==> config.mk <==
export PLATFORM = sky130hd
export DESIGN_NAME = axis_frame_tx_flat
export DESIGN_NICKNAME = d
export VERILOG_FILES = /design/src/rtl/axis_tx_pkg.sv /design/src/rtl/axis_frame_tx_if.sv /design/src/rtl/axis_tx_buf.sv /design/src/rtl/axis_frame_tx.sv /design/src/flat_wrapper.sv
export SDC_FILE = /design/constraint.sdc
export NUM_CORES = 1
export LEC_CHECK = 0
export ABC_AREA = 0
export BUFFER_PORTS_ARGS = -buffer_cell sky130_fd_sc_hd__buf_2
export CAP_MARGIN = 10
export CORE_AREA = 5 5 134 136
export DETAILED_ROUTE_END_ITERATION = 16
export DIE_AREA = 0 0 139 141
export PLACE_DENSITY_LB_ADDON = 0.12
export SETUP_SLACK_MARGIN = 0.4
export SYNTH_ARGS = -nofsm -noshare
export SYNTH_HDL_FRONTEND = slang
export SYNTH_SLANG_ARGS = --single-unit
==> constraint.sdc <==
create_clock -name clk -period 6 [get_ports clk]
set_input_delay 1.5 -clock clk [delete_from_list [all_inputs] [get_ports clk]]
set_output_delay 1.5 -clock clk [all_outputs]
set_load 0.02 [all_outputs]
==> src/rtl/axis_tx_pkg.sv <==
// axis_tx_pkg: shared constants, state encoding and pointer-width helper
// for the axis_frame_tx store-and-forward transmitter.
`default_nettype none

package axis_tx_pkg;

  localparam int DATA_W_DEF = 16;

  typedef enum logic [0:0] {
    LOAD = 1'b0,
    SEND = 1'b1
  } tx_state_e;

  // A single-entry buffer still needs a one-bit pointer.
  function automatic int ptr_w(input int depth);
    return (depth > 1) ? $clog2(depth) : 1;
  endfunction

endpackage

`default_nettype wire

==> src/rtl/axis_frame_tx_if.sv <==
// axis_frame_tx_if: load port and outgoing stream of axis_frame_tx.
// master = transmitter side, slave = loader / stream consumer side.
`default_nettype none

interface axis_frame_tx_if #(
  parameter int DATA_W = 16
);
  logic              ld_valid;
  logic [DATA_W-1:0] ld_data;
  logic              ld_last;
  logic              ld_ready;
  logic              tvalid;
  logic              tready;
  logic              tlast;
  logic [DATA_W-1:0] tdata;

  modport master (
    input  ld_valid, ld_data, ld_last, tready,
    output ld_ready, tvalid, tlast, tdata
  );

  modport slave (
    output ld_valid, ld_data, ld_last, tready,
    input  ld_ready, tvalid, tlast, tdata
  );
endinterface

`default_nettype wire

==> src/rtl/axis_tx_buf.sv <==
// axis_tx_buf: DEPTH x DATA_W frame store, one synchronous write port and
// one asynchronous read port; contents are deliberately not reset.
`default_nettype none

module axis_tx_buf
  import axis_tx_pkg::*;
#(
  parameter int DATA_W = DATA_W_DEF,
  parameter int DEPTH  = 16,
  parameter int PTR_W  = ptr_w(DEPTH)
) (
  input  wire logic              clk,
  input  wire logic              we,
  input  wire logic [PTR_W-1:0]  waddr,
  input  wire logic [DATA_W-1:0] wdata,
  input  wire logic [PTR_W-1:0]  raddr,
  output      logic [DATA_W-1:0] rdata
);

  logic [DATA_W-1:0] mem_q [DEPTH];

  always_ff @(posedge clk) begin
    if (we) begin
      mem_q[waddr] <= wdata;
    end
  end

  assign rdata = mem_q[raddr];

endmodule

`default_nettype wire

==> src/rtl/axis_frame_tx.sv <==
// axis_frame_tx: buffers one whole frame from the load port, then streams it
// out with tlast on the final word. Optional macro AXIS_FRAME_TX_CNT_EN adds frames_sent.
`default_nettype none

module axis_frame_tx
  import axis_tx_pkg::*;
#(
  parameter int DATA_W = DATA_W_DEF,
  parameter int DEPTH  = 16
) (
  input  wire logic         clk,
  input  wire logic         reset,
  axis_frame_tx_if.master   bus,
  output      logic         trunc,
  output      logic         done
`ifdef AXIS_FRAME_TX_CNT_EN
  ,
  output      logic [15:0]  frames_sent
`endif
);

  localparam int PTR_W = ptr_w(DEPTH);
  localparam logic [0:0] ST_LOAD = 1'(LOAD);
  localparam logic [0:0] ST_SEND = 1'(SEND);
  localparam logic [PTR_W-1:0] LAST_IDX = PTR_W'(DEPTH - 1);
  localparam logic [PTR_W-1:0] ONE      = PTR_W'(1);

  logic [0:0]        state_q, state_d;
  logic [PTR_W-1:0]  wr_ptr_q, wr_ptr_d;
  logic [PTR_W-1:0]  rd_ptr_q, rd_ptr_d;
  logic [PTR_W-1:0]  len_m1_q, len_m1_d;
  logic              trunc_q, trunc_d;
  logic              done_q, done_d;
  logic              ld_fire;
  logic              tx_fire;
  logic              is_last;
  logic [DATA_W-1:0] rd_data;

  // Outputs decode only state and registered pointers, never tready/ld_valid.
  assign is_last      = (rd_ptr_q == len_m1_q);
  assign bus.ld_ready = (state_q == ST_LOAD);
  assign bus.tvalid   = (state_q == ST_SEND);
  assign bus.tlast    = (state_q == ST_SEND) && is_last;
  assign bus.tdata    = (state_q == ST_SEND) ? rd_data : '0;
  assign trunc        = trunc_q;
  assign done         = done_q;

  assign ld_fire = bus.ld_valid && (state_q == ST_LOAD);
  assign tx_fire = bus.tready && (state_q == ST_SEND);

  axis_tx_buf #(
    .DATA_W (DATA_W),
    .DEPTH  (DEPTH),
    .PTR_W  (PTR_W)
  ) u_buf (
    .clk   (clk),
    .we    (ld_fire),
    .waddr (wr_ptr_q),
    .wdata (bus.ld_data),
    .raddr (rd_ptr_q),
    .rdata (rd_data)
  );

  always_comb begin
    state_d  = state_q;
    wr_ptr_d = wr_ptr_q;
    rd_ptr_d = rd_ptr_q;
    len_m1_d = len_m1_q;
    trunc_d  = 1'b0;
    done_d   = 1'b0;
    case (state_q)
      ST_LOAD: begin
        if (ld_fire) begin
          wr_ptr_d = wr_ptr_q + ONE;
          if (bus.ld_last || (wr_ptr_q == LAST_IDX)) begin
            state_d  = ST_SEND;
            len_m1_d = wr_ptr_q;
            rd_ptr_d = '0;
            trunc_d  = !bus.ld_last;
          end
        end
      end
      default: begin
        if (tx_fire) begin
          if (is_last) begin
            state_d  = ST_LOAD;
            wr_ptr_d = '0;
            done_d   = 1'b1;
          end else begin
            rd_ptr_d = rd_ptr_q + ONE;
          end
        end
      end
    endcase
  end

  always_ff @(posedge clk or negedge reset) begin
    if (!reset) begin
      state_q  <= ST_LOAD;
      wr_ptr_q <= '0;
      rd_ptr_q <= '0;
      len_m1_q <= '0;
      trunc_q  <= 1'b0;
      done_q   <= 1'b0;
    end else begin
      state_q  <= state_d;
      wr_ptr_q <= wr_ptr_d;
      rd_ptr_q <= rd_ptr_d;
      len_m1_q <= len_m1_d;
      trunc_q  <= trunc_d;
      done_q   <= done_d;
    end
  end

`ifdef AXIS_FRAME_TX_CNT_EN
  logic [15:0] frames_sent_q, frames_sent_d;

  always_comb begin
    frames_sent_d = frames_sent_q;
    if (done_q) begin
      frames_sent_d = frames_sent_q + 16'd1;
    end
  end

  always_ff @(posedge clk or negedge reset) begin
    if (!reset) begin
      frames_sent_q <= '0;
    end else begin
      frames_sent_q <= frames_sent_d;
    end
  end

  assign frames_sent = frames_sent_q;
`endif

endmodule

`default_nettype wire

==> src/flat_wrapper.sv <==
// flat-port wrapper written by rule: the top's interface ports become plain ports
module axis_frame_tx_flat import axis_tx_pkg::*;
#(
  parameter int DATA_W = DATA_W_DEF,
  parameter int DEPTH  = 16
)
  (clk, reset, trunc, done, bus_ld_valid, bus_ld_data, bus_ld_last, bus_tready, bus_ld_ready, bus_tvalid, bus_tlast, bus_tdata);
  axis_frame_tx_if #(.DATA_W(DATA_W)) bus_i ();
  input  wire logic clk;
  input  wire logic reset;
  output      logic trunc;
  output      logic done;
  input wire logic [$bits(bus_i.ld_valid)-1:0] bus_ld_valid;
  input wire logic [$bits(bus_i.ld_data)-1:0] bus_ld_data;
  input wire logic [$bits(bus_i.ld_last)-1:0] bus_ld_last;
  input wire logic [$bits(bus_i.tready)-1:0] bus_tready;
  output wire logic [$bits(bus_i.ld_ready)-1:0] bus_ld_ready;
  output wire logic [$bits(bus_i.tvalid)-1:0] bus_tvalid;
  output wire logic [$bits(bus_i.tlast)-1:0] bus_tlast;
  output wire logic [$bits(bus_i.tdata)-1:0] bus_tdata;
  assign bus_i.ld_valid = bus_ld_valid;
  assign bus_i.ld_data = bus_ld_data;
  assign bus_i.ld_last = bus_ld_last;
  assign bus_i.tready = bus_tready;
  assign bus_ld_ready = bus_i.ld_ready;
  assign bus_tvalid = bus_i.tvalid;
  assign bus_tlast = bus_i.tlast;
  assign bus_tdata = bus_i.tdata;
  axis_frame_tx #(.DATA_W(DATA_W), .DEPTH(DEPTH)) u_core (.clk(clk), .reset(reset), .bus(bus_i), .trunc(trunc), .done(done));
endmodule
==> results of run 1 <==
-- critical path, cell delays in order (launching register included) --
cell	delay, ps
dfrtp_4	1040
buf_4	530
mux4_2	560
mux2i_1	170
o22ai_1	150
buf_2	250
-- per-stage QoR --
| stage | cells | util, % | instance area (um^2) | hold WS [ps] | total power [uW] |
|---|---|---|---|---|---|
| CTS | 795 | 70.67 | 11880 | 545.7 | 5326 |
| global route | 795 | 70.67 | 11880 | 567.1 | 5517 |
| floorplan | 488 | - | 10630 | 500.8 | 3444 |
| global placement | 746 | 65.91 | 11080 | 516.6 | 3789 |
| detailed placement | 746 | 65.91 | 11080 | 523.4 | 3821 |
| finish | 795 | 70.67 | 11880 | 541.7 | 5289 |
-- registers in the layout, summed over array words and instances, names as in the netlist --
register / count
u_core.u_buf.mem_q: 256
u_core.len_m1_q: 4
u_core.wr_ptr_q: 4
u_core.rd_ptr_q: 4
u_core.bus.tvalid: 1
u_core.done: 1
u_core.trunc: 1
-- power groups by stage --
| stage | clock network (uW) | logic, uW | registers (uW) |
|---|---|---|---|
| 3_3_place_gp | 0 | 1380 | 2410 |
| 4_1_cts | 1540 | 1410 | 2380 |
| 3_5_place_dp | 0 | 1410 | 2410 |
| 5_1_grt | 1620 | 1500 | 2400 |
| 6_report | 1520 | 1400 | 2370 |
| 2_1_floorplan | 0 | 1200 | 2240 |
-- cells in the mapped netlist (all sizes together), types with 9 or more instances --
cell type / count / area, um^2
o22ai: 20 / 125.1
nand2: 10 / 37.54
dfrtp: 15 / 375.4
buf: 18 / 132.6
and2: 10 / 62.56
edfxtp: 256 / 7687
and3: 9 / 56.30
mux2i: 34 / 340.3
mux4: 64 / 1441
-- cell type report --
type                    count  share of cell area [%]
clock inverters            16                  0.8633
multi-input cells         187                   20.08
repair buffers             57                   2.737
flip-flops and latches    271                   67.89
inverters                   6                  0.1895
clock buffers              33                   5.875
well taps                 225                   2.369
-- kinds of logic (layout without fill, tap and decap cells) --
family	after synthesis	in the layout	synth area share [%]
muxes	101	101	17.08
and+or+nand+nor	45	45	2.413
DFF	271	271	75.85
xor gates and xnor gates	6	6	0.4943
adders and majority gates	5	5	0.5885
buffers and inverters	30	112	1.707
AOI/OAI and AO/OA	30	30	1.872
-- per-layer routing --
metal | share of wire, % | vias up | global-route usage, %
li1 | - | 2155 | -
met1 | 40 | 2678 | 32.09
met2 | 51 | 209 | 39.17
met3 | 6.5 | 43 | 3.426
met4 | 2.0 | 0 | 5.407
met5 | 0 | - | 0
-- worst min path at each step --
stage | end | slack, ps | cells past startpoint
after floorplan | u_core.len_m1_q[0] | 500 | 1
after global placement | u_core.len_m1_q[1] | 520 | 1
after detailed placement | u_core.len_m1_q[1] | 520 | 1
after CTS | u_core.len_m1_q[0] | 550 | 1
after global routing | u_core.len_m1_q[1] | 570 | 1
final | u_core.len_m1_q[0] | 540 | 1
==> metrics.yaml, run 1 <==
outcome:
  status: "finished, final reports clean"
clock_network:
  clkSinkCount: 271
  clk_path_buf_depth: 3
  postCtsResizedCells: 0
  root_buffer: "clkbuf_16"
  cts_buffers: 27
  h-tree-depth: 1
  worstSkewPairLatency_ps: 520
  postCtsHoldBufs: 0
  cts_tree: "yes"
  post_cts.repair.setup_buffers: 0
  clkSlewWorstSetupHoldPaths_ps: 60
worst_hold_path:
  worst_hold_startpoint: "u_core.len_m1_q[0]"
  hold_path_class: "flip-flop to flip-flop"
layout:
  multiInputGateArea_mm2: 0.002386
  n_fill_cell: 1041
  layout_common_cells: "edfxtp_1, mux4_2, buf_2"
  n_antenna_cell: 0
  register_area_mm2: 0.008068
  layout-drive-gt1-share_pct: 28.42
  area_growth_syn_to_layout_pct: 11.79
  fin_nets: 576
  layout_commonest_cell: "edfxtp_1"
synthesis:
  ys.flop_type: "edfxtp_1"
  ys_seq_area_share_pct: 75.85
  ys_async_sr_fraction_pct: 5.535
  synth.distinct_cells: 38
  syn_nets: 514
  synth_edf_count: 256
  synth_area_mm2: 0.01063
  syn_inst: 488
  syn_avg_cell_area_um2: 21.78
  ys_seq_elements: 271
  synth_warnings: 0
power_and_ir_drop:
  powerDensity_mw_per_mm2: 445.0
  switchingPower_uw: 1603
  ir_worst_vdd_uv: 448.9
  combPwrFrac_pct: 26.5
  clkPwrFrac_pct: 28.7
  switching_share_pct: 30.30
  seqPwrFrac_pct: 44.8
  power_leakage_uw: 0.003941
  intPower_uw: 3686
sta:
  slew_violations: 0
  fin_worst_skew_ps: 14.26
  fin_tns_setup_ps: 0
  period_needed_ps: 4796
  fin_ws_ps: 1204
  hold_viol_final: 0
  slew_headroom_pct: 22.02
  setup_viol: 0
  worstMarginPinSlew_ps: 1170
  post-route-period-util_pct: 79.94
  max_freq_mhz: 208.5
  rsz0062_at_grt: "no"
floorplanning:
  core_mm2: 0.01682
  start_util_pct: 63.21
  die_w_um: 139
  die_h_um: 141
  fp-row-count: 48
  die_area_mm2: 0.01960
  ios: 42
grt:
  antenna_found_initial: 1
  grt_pass1_vias: 5323
  gr-total-overflow: 0
  grt_max_degree: 50
  track_usage_pct: 22.93
  grt_first_pass_wirelength_um: 33200
routing:
  viasPerCell: 6.396
  num_vias: 5085
  routed_wl_um: 22090
  drt_iter0_drc: 514
  drc: 0
  postRouteAntennaNets: 0
  wl_per_cell_um: 27.79
  dr.pass1.iters: 5
placement:
  pre_cts_ws_ps: 1705
  place_congestion: 0.8300
  portBuffers: 41
  dp_hpwl_um: 12620
worst_setup_path:
  cp-end-kind: "primary output"
  r2r_end: "u_core.u_buf.mem_q[1][12]"
  required_ps: 4500
  cp-start-kind: "flip-flop"
  startpoint: "u_core.rd_ptr_q[0]"
  cp_max_fo: 49
  rr_worst_depth: 3
  worstReg2RegStart: "u_core.bus.tvalid"
  crit_type: "flip-flop to primary output"
  worst_ep_arrival_time_ps: 3300
  r2r_slack_ps: 3350
  cp-endpoint: "bus_tdata[6]"
run:
  drv_cap: 0
No activity file was read; power rests on OpenSTA's default activity.
==> inputs of run 2 (changes only) <==
- CORE_AREA: 5 5 134 136 -> 5 5 139 141
- DIE_AREA: 0 0 139 141 -> 0 0 144 146
- clock period: 6 -> 4.5 ns (I/O delays scaled with it)
==> metrics.yaml, run 2 (synthesis gave the netlist of run 1 again) <==
clock_network:
  clkSinkCount: 271  # unchanged
  root_buffer: "clkbuf_16"
  clk_path_buf_depth: 3  # unchanged
  worstSkewPairLatency_ps: 530  # about the same
  postCtsResizedCells: 0  # unchanged
  post_cts.repair.setup_buffers: 0  # unchanged
  postCtsHoldBufs: 0  # unchanged
  cts_tree: "yes"
  cts_buffers: 27  # unchanged
  clkSlewWorstSetupHoldPaths_ps: 60  # about the same
  h-tree-depth: 1  # unchanged
routing:
  drt_iter0_drc: 390  # -24%
  routed_wl_um: 21610  # -2.2%
  viasPerCell: 6.276  # -1.9%
  wl_per_cell_um: 26.98  # -2.9%
  drc: 0  # unchanged
  num_vias: 5027  # -1.1%
  dr.pass1.iters: 4  # -1
  postRouteAntennaNets: 0  # unchanged
grt:
  gr-total-overflow: 0  # unchanged
  antenna_found_initial: 1  # unchanged
  grt_pass1_vias: 5256  # -1.3%
  grt_first_pass_wirelength_um: 32900  # -0.91%
  track_usage_pct: 21.36  # -1.6 points
  grt_max_degree: 34  # -32%
  grt_util_met2_pct: 34.03  # -5.1 points
  top_usage_layer: "met2"
  use_met1_pct: 31.62  # -0.48 points
  use_met3_pct: 3.615  # +0.19 points
worst_setup_path:
  cp-end-kind: "primary output"
  cp_slowest_stage_delay_ps: 780  # -260 ps
  crit_chain: "buf_4 -> mux4_2 -> mux2i_1 -> o22ai_1 -> buf_2"
  cp_max_fo: 28  # -43%
  cp_slowest_cell: "dfrtp_4"
  cp-start-kind: "flip-flop"
  crit_type: "flip-flop to primary output"
  r2r_slack_ps: 1980  # -1370 ps
  required_ps: 3380  # -1120 ps
  worst_ep_arrival_time_ps: 2720  # -580 ps
layout:
  fin_util_pct: 67.04  # -3.6 points
  largest_register_ffs: 256  # unchanged
  layout_commonest_cell: "edfxtp_1"
  multiInputGateArea_mm2: 0.002386  # unchanged
  layout-drive-gt1-share_pct: 29.55  # +1.1 points
  register_area_mm2: 0.008068  # unchanged
  regMostFlops: "u_core.u_buf.mem_q"
  fin_nets: 579  # +0.52%
  final_cell_count_no_fill: 801  # +0.75%
  n_fill_cell: 1161  # +12%
  area_growth_syn_to_layout_pct: 12.51
  n_antenna_cell: 0  # unchanged
  layout_common_cells: "edfxtp_1, mux4_2, buf_2"
sta:
  period_needed_ps: 3849
  fin_worst_skew_ps: 9.160  # -5.102 ps
  setup_viol: 0  # unchanged
  slew_violations: 0  # unchanged
  fin_ws_ps: 650.5  # -553.1 ps
  hold_slack_ps: 495.9  # -45.79 ps
  worstMarginPinSlew_ps: 1123  # -46.72 ps
  rsz0062_at_grt: "no"
  post-route-period-util_pct: 85.54
  fin_tns_setup_ps: 0  # unchanged
  max_freq_mhz: 259.8
  slew_headroom_pct: 25.14  # +3.1 points
  hold_viol_final: 0  # unchanged
placement:
  pre_cts_ws_ps: 1122  # -583.6 ps
  dp_hpwl_um: 12320  # -2.3%
  place_congestion: 0.8606  # +3.7%
  place_inst: 753  # +0.94%
  portBuffers: 41  # unchanged
floorplanning:
  core_mm2: 0.01784  # +6.1%
  fp-row-count: 49  # +2.1%
  die_w_um: 144  # +3.6%
  start_util_pct: 59.58  # -3.6 points
  ios: 42  # unchanged
  die_h_um: 146  # +3.5%
  die_area_mm2: 0.02102  # +7.3%
run:
  drv_cap: 0  # unchanged
power_and_ir_drop:
  power_leakage_uw: 0.003987  # +1.2%
  ir_worst_vdd_uv: 491.3  # +9.5%
  powerDensity_mw_per_mm2: 598.1  # +34%
worst_hold_path:
  hold_path_class: "primary input to asynchronous set/reset pin"
outcome:
  status: "finished, final reports clean"
-- run 2: area by class of cell --
type                            instances  area share [%]
Clock buffer                           27           5.649
Multi-Input combinational cell        187           19.95
Timing Repair Buffer                   60           3.117
Sequential cell                       271           67.45
Tap cell                              229           2.396
Clock inverter                         21           1.245
Inverter                                6          0.1883
-- run 2: path summary, 6_finish.rpt --
path,endpoint,start,cells after the start
max,bus_tdata[5],u_core.rd_ptr_q[0],5
min,u_core.wr_ptr_q[0],reset,1
max reg2reg,u_core.u_buf.mem_q[7][15],u_core.bus.tvalid,3
min reg2reg,u_core.len_m1_q[1],u_core.len_m1_q[1],1
max in group asynchronous,u_core.rd_ptr_q[0],reset,1
min in group clk,u_core.len_m1_q[1],u_core.len_m1_q[1],1
-- run 2: routing by layer --
metal | wire length [um] | part of all wire [%]
met4 | 408 | 1.9
met1 | 8914 | 41
met5 | 15 | 0.069
met2 | 10660 | 49
met3 | 1606 | 7.4
-- run 2: through the flow --
step	power, uW	area [um^2]
global placement	5121	11140
CTS	7231	11960
global route	7496	11960
finish	7153	11960
detailed placement	5158	11140
floorplan	4592	10630
-- run 2: worst max-delay path, delay by kind of cell, from the launching register on --
kind | cells | cell delay (ps)
buffers and inverters | 2 | 570
flip-flops | 1 | 780
AO/OA/AOI/OAI | 1 | 140
multiplexers | 2 | 700
-- run 2: report_power, final --
group	total, uW	leakage [uW]	internal (uW)	switching (uW)
Sequential	3080	0.00248	2880	201
Combinational	1990	0.00109	933	1060
Clock	2080	0.000409	1200	878
